--- src/rtl/aip_bridge_pkg.sv ---
// Shared access codes, status/clear bit positions and job-FSM states for the AIP FIFO bridge.
package aip_bridge_pkg;

  localparam int unsigned NET_IN_PUSH = 5'h00;
  localparam int unsigned NET_OUT_POP = 5'h01;
  localparam int unsigned NET_STATUS  = 5'h1E;
  localparam int unsigned NET_ID      = 5'h1F;

  localparam int unsigned UP_IN_POP   = 5'h00;
  localparam int unsigned UP_OUT_PUSH = 5'h01;
  localparam int unsigned UP_STATUS   = 5'h1E;

  localparam int STB_BUSY      = 0;
  localparam int STB_DONE      = 1;
  localparam int STB_IN_EMPTY  = 2;
  localparam int STB_IN_FULL   = 3;
  localparam int STB_OUT_EMPTY = 4;
  localparam int STB_OUT_FULL  = 5;
  localparam int STB_OVF       = 6;
  localparam int STB_UDF       = 7;
  localparam int STB_IN_CNT    = 8;
  localparam int STB_OUT_CNT   = 16;

  localparam int CLR_DONE  = 0;
  localparam int CLR_FLAGS = 1;
  localparam int CLR_FLUSH = 2;

  typedef enum logic [1:0] {
    S_IDLE = 2'd0,
    S_BUSY = 2'd1,
    S_DONE = 2'd2
  } job_state_t;

endpackage

--- src/rtl/aip_sync_fifo.sv ---
// Single-clock FIFO with flush; rdata shows the head combinationally (0 when empty).
// Push to full is dropped unless a pop happens the same cycle; over/underflow attempts are reported.
module aip_sync_fifo #(
  parameter int DATA_W = 32,
  parameter int DEPTH  = 16
) (
  input  logic                     clk,
  input  logic                     rst,
  input  logic                     push,
  input  logic                     pop,
  input  logic                     flush,
  input  logic [DATA_W-1:0]        wdata,
  output logic [DATA_W-1:0]        rdata,
  output logic [$clog2(DEPTH):0]   count,
  output logic                     full,
  output logic                     empty,
  output logic                     ovf,
  output logic                     udf
);

  localparam int PW = $clog2(DEPTH);
  localparam int CW = PW + 1;

  logic [DATA_W-1:0] r_mem [DEPTH];
  logic [PW-1:0]     r_wr_ptr;
  logic [PW-1:0]     r_rd_ptr;
  logic [CW-1:0]     r_count;
  logic              w_do_push;
  logic              w_do_pop;

  assign full  = (r_count == CW'(DEPTH));
  assign empty = (r_count == '0);
  assign count = r_count;
  assign rdata = empty ? '0 : r_mem[r_rd_ptr];

  // A pop in the same cycle frees the slot, so a push to a full FIFO still lands.
  assign w_do_push = push && (!full || pop) && !flush;
  assign w_do_pop  = pop && !empty;
  assign ovf       = push && full && !pop;
  assign udf       = pop && empty;

  always_ff @(posedge clk) begin
    if (w_do_push) begin
      r_mem[r_wr_ptr] <= wdata;
    end
  end

  always_ff @(posedge clk) begin
    if (rst || flush) begin
      r_wr_ptr <= '0;
      r_rd_ptr <= '0;
      r_count  <= '0;
    end else begin
      if (w_do_push) r_wr_ptr <= r_wr_ptr + 1'b1;
      if (w_do_pop)  r_rd_ptr <= r_rd_ptr + 1'b1;
      r_count <= r_count + CW'(w_do_push) - CW'(w_do_pop);
    end
  end

endmodule

--- src/rtl/aip_fifo_bridge.sv ---
// AIP net port <-> uP register port bridge with in/out FIFOs, start/done job FSM and status word.
// Reads return one cycle after the strobe; full/empty FIFOs drop/underflow and set sticky flags.
module aip_fifo_bridge
  import aip_bridge_pkg::*;
#(
  parameter int          DATA_W = 32,
  parameter int          CONF_W = 5,
  parameter int          DEPTH  = 16,
  parameter logic [31:0] IP_ID  = 32'h0000_A1F0
) (
  input  logic              clk,
  input  logic              rst,
  input  logic [CONF_W-1:0] conf_dbus,
  input  logic              read,
  input  logic              write,
  input  logic              start,
  input  logic [DATA_W-1:0] data_in,
  output logic [DATA_W-1:0] data_out,
  output logic              int_req,
  input  logic [CONF_W-1:0] up_conf,
  input  logic              up_read,
  input  logic              up_write,
  input  logic [DATA_W-1:0] up_wdata,
  output logic [DATA_W-1:0] up_rdata,
  output logic              up_start_irq,
  input  logic              up_done
);

  localparam int CW = $clog2(DEPTH) + 1;

  job_state_t        r_state, w_state_nxt;
  logic              w_start_pulse, r_start_irq;
  logic              r_ovf, r_udf;
  logic [DATA_W-1:0] r_data_out, r_up_rdata, w_status;

  logic              w_net_push, w_net_pop, w_net_stat_wr, w_up_pop, w_up_push;
  logic              w_flush, w_clr_flags;
  logic [DATA_W-1:0] w_in_rdata, w_out_rdata;
  logic [CW-1:0]     w_in_count, w_out_count;
  logic              w_in_full, w_in_empty, w_in_ovf, w_in_udf;
  logic              w_out_full, w_out_empty, w_out_ovf, w_out_udf;

  assign w_net_push    = write && (conf_dbus == CONF_W'(NET_IN_PUSH));
  assign w_net_pop     = read && (conf_dbus == CONF_W'(NET_OUT_POP));
  assign w_net_stat_wr = write && (conf_dbus == CONF_W'(NET_STATUS));
  assign w_up_pop      = up_read && (up_conf == CONF_W'(UP_IN_POP));
  assign w_up_push     = up_write && (up_conf == CONF_W'(UP_OUT_PUSH));
  assign w_flush       = w_net_stat_wr && data_in[CLR_FLUSH];
  assign w_clr_flags   = w_net_stat_wr && data_in[CLR_FLAGS];

  aip_sync_fifo #(.DATA_W(DATA_W), .DEPTH(DEPTH)) u_in_fifo (
    .clk(clk), .rst(rst), .push(w_net_push), .pop(w_up_pop), .flush(w_flush),
    .wdata(data_in), .rdata(w_in_rdata), .count(w_in_count),
    .full(w_in_full), .empty(w_in_empty), .ovf(w_in_ovf), .udf(w_in_udf)
  );

  aip_sync_fifo #(.DATA_W(DATA_W), .DEPTH(DEPTH)) u_out_fifo (
    .clk(clk), .rst(rst), .push(w_up_push), .pop(w_net_pop), .flush(w_flush),
    .wdata(up_wdata), .rdata(w_out_rdata), .count(w_out_count),
    .full(w_out_full), .empty(w_out_empty), .ovf(w_out_ovf), .udf(w_out_udf)
  );

  always_comb begin
    w_status                       = '0;
    w_status[STB_BUSY]             = (r_state == S_BUSY);
    w_status[STB_DONE]             = (r_state == S_DONE);
    w_status[STB_IN_EMPTY]         = w_in_empty;
    w_status[STB_IN_FULL]          = w_in_full;
    w_status[STB_OUT_EMPTY]        = w_out_empty;
    w_status[STB_OUT_FULL]         = w_out_full;
    w_status[STB_OVF]              = r_ovf;
    w_status[STB_UDF]              = r_udf;
    w_status[STB_IN_CNT +: CW]     = w_in_count;
    w_status[STB_OUT_CNT +: CW]    = w_out_count;
  end

  always_comb begin
    w_state_nxt   = r_state;
    w_start_pulse = 1'b0;
    case (r_state)
      S_IDLE: if (start) begin
        w_state_nxt   = S_BUSY;
        w_start_pulse = 1'b1;
      end
      S_BUSY: if (up_done) w_state_nxt = S_DONE;
      S_DONE: if (w_net_stat_wr && data_in[CLR_DONE]) w_state_nxt = S_IDLE;
      default: w_state_nxt = S_IDLE;
    endcase
  end

  always_ff @(posedge clk) begin
    if (rst) begin
      r_state     <= S_IDLE;
      r_start_irq <= 1'b0;
      r_ovf       <= 1'b0;
      r_udf       <= 1'b0;
    end else begin
      r_state     <= w_state_nxt;
      r_start_irq <= w_start_pulse;
      r_ovf       <= (r_ovf && !w_clr_flags) || w_in_ovf || w_out_ovf;
      r_udf       <= (r_udf && !w_clr_flags) || w_in_udf || w_out_udf;
    end
  end

  // Read data is captured only on a strobe and held until the next read.
  always_ff @(posedge clk) begin
    if (rst) begin
      r_data_out <= '0;
      r_up_rdata <= '0;
    end else begin
      if (read) begin
        case (conf_dbus)
          CONF_W'(NET_OUT_POP): r_data_out <= w_out_rdata;
          CONF_W'(NET_STATUS):  r_data_out <= w_status;
          CONF_W'(NET_ID):      r_data_out <= DATA_W'(IP_ID);
          default:              r_data_out <= '0;
        endcase
      end
      if (up_read) begin
        case (up_conf)
          CONF_W'(UP_IN_POP): r_up_rdata <= w_in_rdata;
          CONF_W'(UP_STATUS): r_up_rdata <= w_status;
          default:            r_up_rdata <= '0;
        endcase
      end
    end
  end

  assign data_out     = r_data_out;
  assign up_rdata     = r_up_rdata;
  assign up_start_irq = r_start_irq;
  assign int_req      = (r_state == S_DONE);

endmodule

--- config.mk ---
export PLATFORM = sky130hd
export DESIGN_NAME = aip_fifo_bridge
export DESIGN_NICKNAME = d
export VERILOG_FILES = /design/src/rtl/aip_bridge_pkg.sv /design/src/rtl/aip_sync_fifo.sv /design/src/rtl/aip_fifo_bridge.sv
export SDC_FILE = /design/constraint.sdc
export NUM_CORES = 1
export LEC_CHECK = 0
export ABC_CLOCK_PERIOD_IN_PS = 5900
export BUFFER_PORTS_ARGS = -buffer_cell sky130_fd_sc_hd__buf_2
export CAP_MARGIN = 40
export CORE_MARGIN = 1.5
export CORE_UTILIZATION = 64
export CTS_BUF_LIST = sky130_fd_sc_hd__clkbuf_8
export DETAILED_ROUTE_END_ITERATION = 8
export PLACE_DENSITY = 0.82
export SYNTH_ARGS = -nofsm -noshare
export SYNTH_HDL_FRONTEND = slang
export SYNTH_SLANG_ARGS = --single-unit
--- constraint.sdc ---
create_clock -name clk -period 5.9 [get_ports clk]
set_clock_uncertainty 0.05 [all_clocks]
set_input_delay 0.59 -clock clk [delete_from_list [all_inputs] [get_ports clk]]
set_output_delay 0.59 -clock clk [all_outputs]
set_load 0.01 [all_outputs]
# Word level (Yosys, flattened, before mapping)
# Memories as Yosys holds them, arrays and structs flattened. A register that Yosys moved wholly into a read port is not among the register bits.
# Cells that the tools add are included.
dict set report word_totals {
  mem_bits_ro 0
  n_memories 2
  output_inout_bits 66
  ramBits 1024
  latchBits 0
  ff_bits 95
}
# memory words word_bits rd rd_ports_with_merged_regs wr line_no
set memory_table {}
lappend memory_table {u_in_fifo.r_mem 16 32 1 1 1 aip_sync_fifo.sv:24} ;# logic [DATA_W-1:0] r_mem [DEPTH];
lappend memory_table {u_out_fifo.r_mem 16 32 1 1 1 aip_sync_fifo.sv:24}
dict set report classes {
  div 0
  reduce_logical 44
  multipliers 0
  magnitude_cmp 0
  mux 17
  shifts 0
  n_bitwise 1
  n_eq_ne 12
  n_addsub 8
}
# cell n
set ops {}
lappend ops {{32-bit case mux with 3 select lines} 1}
lappend ops {{32-bit 2-to-1 mux} 2}
lappend ops {{32-bit case mux with 2 select lines} 1}
lappend ops {{5-bit == test, second input constant} 5}
lappend ops {{1-bit logical AND} 22}
lappend ops {{5-bit logical NOT} 4}
lappend ops {{4-bit by 1-bit adder with 4-bit output, second input constant} 4}
lappend ops {{4-bit 2-to-1 mux} 4}
lappend ops {{5-bit by 1-bit adder with 5-bit output} 2}
lappend ops {{5-bit by 1-bit == test with 1-bit output, second input constant} 2}
lappend ops {{5-bit by 1-bit subtractor with 5-bit output} 2}
lappend ops {{1-bit logical NOT} 8}
lappend ops {{1-bit logical OR} 7}
lappend ops {{2-bit 2-to-1 mux} 3}
lappend ops {{2-bit case mux with 3 select lines} 1}
lappend ops {{1-bit 2-to-1 mux} 5}
lappend ops {{2-bit inequality test, second input constant} 2}
lappend ops {{3-bit AND reduction} 1}
lappend ops {{2-bit by 1-bit == test with 1-bit output, second input constant} 1}
lappend ops {{2-bit == test, second input constant} 1}
lappend ops {{2-bit logical NOT} 1}
lappend ops {{2-bit by 1-bit inequality test with 1-bit output, second input constant} 1}
lappend ops {{2-bit OR reduction} 1}
lappend ops {{1-bit NOT} 1}

# Depth between registers and ports, before layout
# Gate-level depths: netlist of run 1.
dict set report logic_depth {
  ltp_word 7
  ltp_mapped 15
  mapped_depth_nobuf 15
}

# Hierarchy
# A second synthesis of run 1 with hierarchy kept.
dict set report unflattened {
  hier_cells 2139
  area_unflattened_um2 43691.9
}
# module cells_per_inst instances seq_area_each_um2 area_each_um2
set modules_own_cells {}
lappend modules_own_cells {aip_sync_fifo 899 2 15715.1 20280.7}
lappend modules_own_cells {aip_fifo_bridge 341 1 1381.3 3130.5}

# Worst setup path after synthesis of run 1
# Ideal clock, no wire load.
dict set report synth_path {
  kind {input -> register}
  startpoint {in up_conf[4]}
  endpoint {mem u_in_fifo.r_mem[0][0], enable pin}
  arrival_time_ns 4.109
  path_slack_ns 1.280
  stages 6
  setup_time_ns 0.461
  t_required_ns 5.389
  path_cell_list {or4_1 o31ai_1 and2_1 buf_2 nand2_1 nor3_1}
}
dict set report synth_between {
  elab_chain_len 7
}
# element line_no
set synth_lines {}
lappend synth_lines {{from (decl)} aip_fifo_bridge.sv:20} ;# input logic [CONF_W-1:0] up_conf,
lappend synth_lines {{5-bit logical NOT} aip_fifo_bridge.sv:46} ;# assign w_up_pop = up_read && (up_conf == CONF_W'(UP_IN_POP));
lappend synth_lines {{1-bit logical AND} aip_fifo_bridge.sv:46}
lappend synth_lines {{1-bit logical OR} aip_sync_fifo.sv:37} ;# assign w_do_push = push && (!full || pop) && !flush;
lappend synth_lines {{1-bit logical AND (2 in series)} aip_sync_fifo.sv:37}
lappend synth_lines {{1-bit 2-to-1 mux} aip_sync_fifo.sv:43} ;# if (w_do_push) begin
lappend synth_lines {{1-bit 2-to-1 mux (implied by the code)} aip_sync_fifo.sv:44} ;# r_mem[r_wr_ptr] <= wdata;
lappend synth_lines {{to (decl)} aip_sync_fifo.sv:24}
# No other way between the ends.

# Final worst setup path of run 1
dict set report layout_path {
  startpoint {reg u_out_fifo.r_count[2], in the netlist u_out_fifo.count[2]}
  endpoint {mem u_out_fifo.r_mem[3][16], enable pin}
}
dict set report layout_between {
  elab_chain_len 7
}
# element line_no
set layout_lines {}
lappend layout_lines {{from (decl)} aip_sync_fifo.sv:27} ;# logic [CW-1:0] r_count;
lappend layout_lines {{from (signal assigned)} aip_sync_fifo.sv:56} ;# r_count <= r_count + CW'(w_do_push) - CW'(w_do_pop);
lappend layout_lines {{5-bit == test} aip_sync_fifo.sv:31} ;# assign full = (r_count == CW'(DEPTH));
lappend layout_lines {{1-bit logical NOT} aip_sync_fifo.sv:37}
lappend layout_lines {{1-bit logical OR} aip_sync_fifo.sv:37}
lappend layout_lines {{1-bit logical AND (2 in series)} aip_sync_fifo.sv:37}
lappend layout_lines {{1-bit 2-to-1 mux} aip_sync_fifo.sv:43}
lappend layout_lines {{1-bit 2-to-1 mux (implied by the code)} aip_sync_fifo.sv:44}
lappend layout_lines {{to (decl)} aip_sync_fifo.sv:24}
# No other way between the ends.

==> results of run 1 <==
cell families after synthesis:
logic type / after synthesis / synth area share (%)
AO/OA/AOI/OAI: 206 / 3.588
adder cells (fa/ha/maj): 23 / 0.6992
buffers and inverters: 162 / 1.667
flip-flops: 1127 / 75.77
AND/OR/NAND/NOR: 283 / 3.250
XOR/XNOR: 18 / 0.3641
multiplexers: 330 / 14.67
metal layers:
| layer | up-vias | track usage (%) |
|---|---|---|
| li1 | 9402 | - |
| met1 | 11702 | 37.84 |
| met2 | 1328 | 48.93 |
| met3 | 230 | 5.790 |
| met4 | 8 | 12.69 |
| met5 | - | 0 |
area by class of cell:
type,instances,area [um^2]
inverters,40,150.1
clock inverters,131,726.9
clock buffers,180,2477
diodes,4,10.01
repair buffers,211,1612
multi-input cells,860,10010
flip-flops and latches,1127,32830
fillers,3612,18130
well taps,873,1092
power breakdown:
part	switching (mW)	internal (mW)	leakage [nW]
sequential	0.0191	8.71	10.0
combinational	0.200	0.0684	3.75
clock	2.97	3.03	1.88
total	3.19	11.8	15.7
how the worst max path moves through the flow:
stage	from	end	slack, ps	cells past startpoint
2_1_floorplan	up_conf[4]	u_in_fifo.r_mem[0][0]	1280	6
3_3_place_gp	read	u_out_fifo.r_mem[8][22]	1950	7
3_5_place_dp	read	u_out_fifo.r_mem[3][23]	1860	7
4_1_cts	u_out_fifo.count[2]	u_out_fifo.r_mem[3][18]	2570	7
5_1_grt	u_out_fifo.count[2]	u_out_fifo.count[4]	2270	16
6_report	u_out_fifo.count[2]	u_out_fifo.r_mem[3][16]	2500	7
stage by stage:
stage          std cells  utilization, %  worst slack [ps]
5_1_grt             3425           72.95              2272
6_report            3426           72.96              2504
3_3_place_gp        3089           67.40              1953
4_1_cts             3422           72.94              2573
2_1_floorplan       2149               -              1280
3_5_place_dp        3109           68.13              1858
sequential cells by signal, summed over array words and instances, names as in the netlist, named ones only:
signal	count
data_out	32
r_ovf	1
r_state	2
r_udf	1
u_in_fifo.count	5
u_in_fifo.r_mem	512
u_in_fifo.r_rd_ptr	4
u_in_fifo.r_wr_ptr	4
u_out_fifo.count	5
u_out_fifo.r_mem	512
u_out_fifo.r_rd_ptr	4
u_out_fifo.r_wr_ptr	4
up_rdata	32
up_start_irq	1
synthesized netlist by cell type (6+ instances only):
master	n
a211o_1	8
a211oi_1	22
a21o_1	14
a21oi_1	38
a221oi_1	18
a22o_1	27
a311oi_1	17
buf_1	9
buf_2	46
buf_4	15
clkbuf_1	52
dfxtp_1	103
edfxtp_1	1024
ha_1	21
inv_1	39
mux2_2	6
mux2i_1	81
mux4_2	243
nand2_1	56
nand2b_1	12
nand3_1	39
nor2_1	91
nor2b_1	29
nor3_1	19
o21ai_0	8
o221ai_1	12
o22ai_1	8
o32ai_1	12
xnor2_1	9
xor2_1	9
what timing repair did:
item | CTS | global route
gates resized for setup | 0 | 0
hold buffers | 2 | 0
hold endpoints to repair | 3 | 0
==> run summary, run 1 <==
Status: completed
Total number of vias: 22670
F_max: 0.2945 GHz
Layout cell share with drive strength beyond 1: 28.36%
CTS buffer count: 169
GR Util All Layers: 29.23%
RSZ-0062 raised after global routing: no
Vias in the first global route: 23234
WL met3: 8.324 mm
Most frequent cells in the layout: edfxtp_1, mux4_2, clkbuf_8
Reg2Reg Setup Slack: 2500 ps
Detail Placement HPWL: 60.57 mm
First-pass GRT wire length: 147.1 mm
Worst-path clk slew: 70 ps
Metal1 wirelength: 35.69 mm
Slowest cell delay on critical path: 720 ps
Post-synth EDFFs: 1024
Row Count: 95
Setup Total Neg Slack: 0 ps
Routed len/inst: 28.87 um
Core Area: 67040 um^2
H-tree levels: 4
Synthesized flop and latch total: 1127
Root Driver: clkbuf_8
Fin crit share: 57.56%
HP Class: in -> reg
CP Data Arrival Time: 3780 ps
Synth top area cells: edfxtp_1, mux4_2, dfxtp_1
CP required: 6280 ps
Worst hold margin: 80.09 ps
WL final: 98.89 mm
Final setup viols: 0
Crit path buf inv count: 2
Slowest cell on crit path: nor3_2
GPL Wtd Cong: 0.9109
Synth Instances: 2149
MaxCap Viol Count: 0
Async S/R FF share, synth: 0%
Layout Nets: 2514
Post-CTS Repair Setup Buffers: 0
Avg Cell Area, Syn: 20.15 um^2
Detail Route Antenna Nets: 0
Headroom to the max-slew limit: 34.47%
Vias/cell: 6.617
Worst Hold Depth: 1
Max VDD drop: 230.9 uV
Syn nets: 2254
CTS sink cnt: 1127
Pins Over Slew Limit: 0
First-pass DRT Iterations: 6
Top delay family on crit path: simple AND/OR/NAND/NOR gates
Commonest non-fill, non-tap cell in the layout: edfxtp_1
Cell taking the most area after synthesis: edfxtp_1
Worst slew pin tran: 980.3 ps
Initial antenna violation count: 14
Yosys cell types: 64
Critical Path End Type: flip-flop
DR top layer: met5
Pin count of the biggest net entering global routing: 67
I/O pin count: 148
Area after DPL: 45680 um^2
R2r endpoint: u_out_fifo.r_mem[3][16]
Final Hold Vio Count: 0
Total power: 15.00 mW
Initial DRC count: 2613
Synth top area share: 71.00%
Critical path class: reg -> reg
Layout area overhead: 12.94%
Crit-path max FO: 25
R2r worst-path depth: 7
Power density cells: 306.6 nW/um^2
Hold EP: u_in_fifo.r_mem[9][15]
Port Buffers: 147
Fin area: 48910 um^2
Total gr overflow: 0
DIE HEIGHT: 263.1 um
Clock latency on the worst-skew pair: 840 ps
Critical-path cell list: inv_1 > ha_1 > nor4bb_1 > o31a_1 > nand4b_1 > nor3_2 > buf_4
Min-delay src: data_in[15]
Synth Warn #: 0
Crit start category: flip-flop
Fraction of the yosys area taken by sequential cells: 75.77%
Metal2 WL: 51.06 mm
Die width: 263.1 um
Starting Density: 64.60%
TritonCTS clock tree: yes
Main flop type after synthesis: edfxtp_1
Area of the die: 69230 um^2
DRC violations left: 0
Synthesized area: 43310 um^2
Min Clock Period, post-route: 3396 ps
Pleak: 15.67 nW
Clock Path Buffers: 3
Reg2reg start: u_out_fifo.count[2]
(Power assumes the default switching activity.)
==> run 2, diff against run 1 <==
- ABC_CLOCK_PERIOD_IN_PS: 5900 -> 3400
- clock period: 5.9 -> 3.4 ns (I/O delays scaled with it)
==> run 2 against run 1 <==
  * Critical path depth rose by 3
  * Die area stayed put
  * Sequential share of layout area decreased by 1.6 points
  * Via count grew 3.7%
  * Non-clock buffer count grew 123
  * Utilization is 1.8 points higher
  * Power rose by 74%
  * Wire length up 5.8%
  * Critical path type is now in -> reg
  * Cell count up 3.6%
  * Highest routed layer unchanged
  * Worst hold slack got worse by 4.9 ps
  * Sequential power increased by 74%
==> run summary, run 2 (synthesis results as in run 1) <==
Status: completed
Pins Over Slew Limit: 0 (unchanged)
HP Class: in -> reg
Routed len/inst: 29.47 um (+2.1%)
Post-layout util: 74.73% (+1.8 points)
Placed Cells incl. Taps: 3159 (+1.6%)
Detail Placement HPWL: 62.93 mm (+3.9%)
GR Util All Layers: 30.83% (+1.6 points)
Pleak: 16.19 nW (+3.3%)
Reg2reg start: u_in_fifo.count[2]
Crit-path max FO: 12 (-52%)
MaxCap Viol Count: 0 (unchanged)
First-pass DRT Iterations: 8 (+2)
Starting Density: 64.60% (unchanged)
Final Hold Vio Count: 0 (unchanged)
CP Data Arrival Time: 3500 ps (-280 ps)
Crit start category: primary input
Row Count: 95 (unchanged)
DRC violations left: 0 (unchanged)
Root Driver: clkbuf_8
TritonCTS clock tree: yes
Vias/cell: 6.620 (about the same)
WL final: 104.6 mm (+5.8%)
Headroom to the max-slew limit: 35.94% (+1.5 points)
RSZ-0062 raised after global routing: no
Critical path class: in -> reg
Critical Path End Type: flip-flop
Worst-path clk slew: 60 ps (about the same)
Largest regs: u_in_fifo.r_mem: 512 flops, u_out_fifo.r_mem: 512 flops
CP required: 3860 ps (-2420 ps)
Fin crit share: 89.55%
GPL Wtd Cong: 0.8888 (-2.4%)
CTS sink cnt: 1127 (unchanged)
Layout area overhead: 15.69%
Layout Nets: 2636 (+4.9%)
Crit path from: up_conf[2]
Worst hold margin: 75.19 ps (-4.903 ps)
DIE HEIGHT: 263.1 um (unchanged)
Total gr overflow: 0 (unchanged)
Layout cell share with drive strength beyond 1: 28.90% (+0.53 points)
Vias in the first global route: 24476 (+5.3%)
Most frequent cells in the layout: edfxtp_1, mux4_2, clkbuf_8
Port Buffers: 147 (unchanged)
Die width: 263.1 um (unchanged)
Power density cells: 519.6 nW/um^2 (+69%)
Worst slew pin tran: 960.9 ps (-19.48 ps)
Final setup viols: 0 (unchanged)
First-pass GRT wire length: 154.9 mm (+5.3%)
Total number of vias: 23509 (+3.7%)
Core Area: 67040 um^2 (unchanged)
H-tree levels: 4 (unchanged)
Max VDD drop: 513.2 uV (+120%)
Min-delay src: up_conf[3]
Post-CTS Repair Setup Buffers: 0 (unchanged)
Area of the die: 69230 um^2 (unchanged)
Fin area: 50100 um^2 (+2.4%)
Initial antenna violation count: 4 (-10)
Min Clock Period, post-route: 3045 ps
Detail Route Antenna Nets: 0 (unchanged)
Area after DPL: 46160 um^2 (+1.1%)
F_max: 0.3284 GHz
Clock latency on the worst-skew pair: 830 ps (about the same)
CTS buffer count: 168 (-0.59%)
Pin count of the biggest net entering global routing: 44 (-34%)
Initial DRC count: 3051 (+17%)
Commonest non-fill, non-tap cell in the layout: edfxtp_1
Cts repair resizes: 0 (unchanged)
Non-filler instance count after layout: 3551 (+3.6%)
Clock Path Buffers: 3 (unchanged)
I/O pin count: 148 (unchanged)
[run 2: timing repair]
item	4_1_cts	5_1_grt
hold endpoints to repair	1047	0
endpoints found under the setup margin	0	0
hold buffers	75	0
[run 2: path summary, 6_finish.rpt]
path                             to  slack, ps  cells past startpoint
max          u_out_fifo.r_mem[6][9]        360                     10
max reg2reg      u_in_fifo.count[4]        520                     12
min reg2reg            data_out[12]        430                      2
min                     up_rdata[1]         80                      5
[run 2: layer usage]
| metal | up-vias | share of wire [%] | track usage (%) |
|---|---|---|---|
| met5 | - | 0.032 | 0 |
| met4 | 6 | 3.9 | 13.40 |
| met3 | 283 | 10 | 7.090 |
| met2 | 1627 | 51 | 50.93 |
| met1 | 11955 | 35 | 39.84 |
| li1 | 9638 | - | - |
[run 2: metrics by stage]
step | setup TNS (ps) | power, mW | setup WS [ps]
final | 0 | 26.03 | 355.3
after global routing | 0 | 26.70 | 183.9
after CTS | 0 | 26.06 | 407.8
after detailed placement | 0 | 15.92 | 203.1
after global placement | 0 | 15.89 | 314.6
after floorplan | -31130 | 15.59 | -113.0
[run 2: cell type report]
class	count	area [um^2]
Multi-Input combinational cell	860	10060
Antenna cell	3	7.507
Clock inverter	136	729.5
Sequential cell	1127	32830
Clock buffer	178	2450
Fill cell	3454	16940
Timing Repair Buffer	334	2778
Inverter	40	150.1
Tap cell	873	1092
[run 2: power by group]
part	internal (mW)	switching, mW
logic	0.186	0.380
clock network	5.14	5.18
registers	15.1	0.0320
[run 2: critical path, stage by stage]
cell,delay (ps)
dlygate4sd3_1,550
buf_2,140
nor4_2,130
dlygate4sd3_1,580
buf_4,150
nand3_1,160
nor3_4,400
nand2_1,320
nor2_4,490
buf_12,220
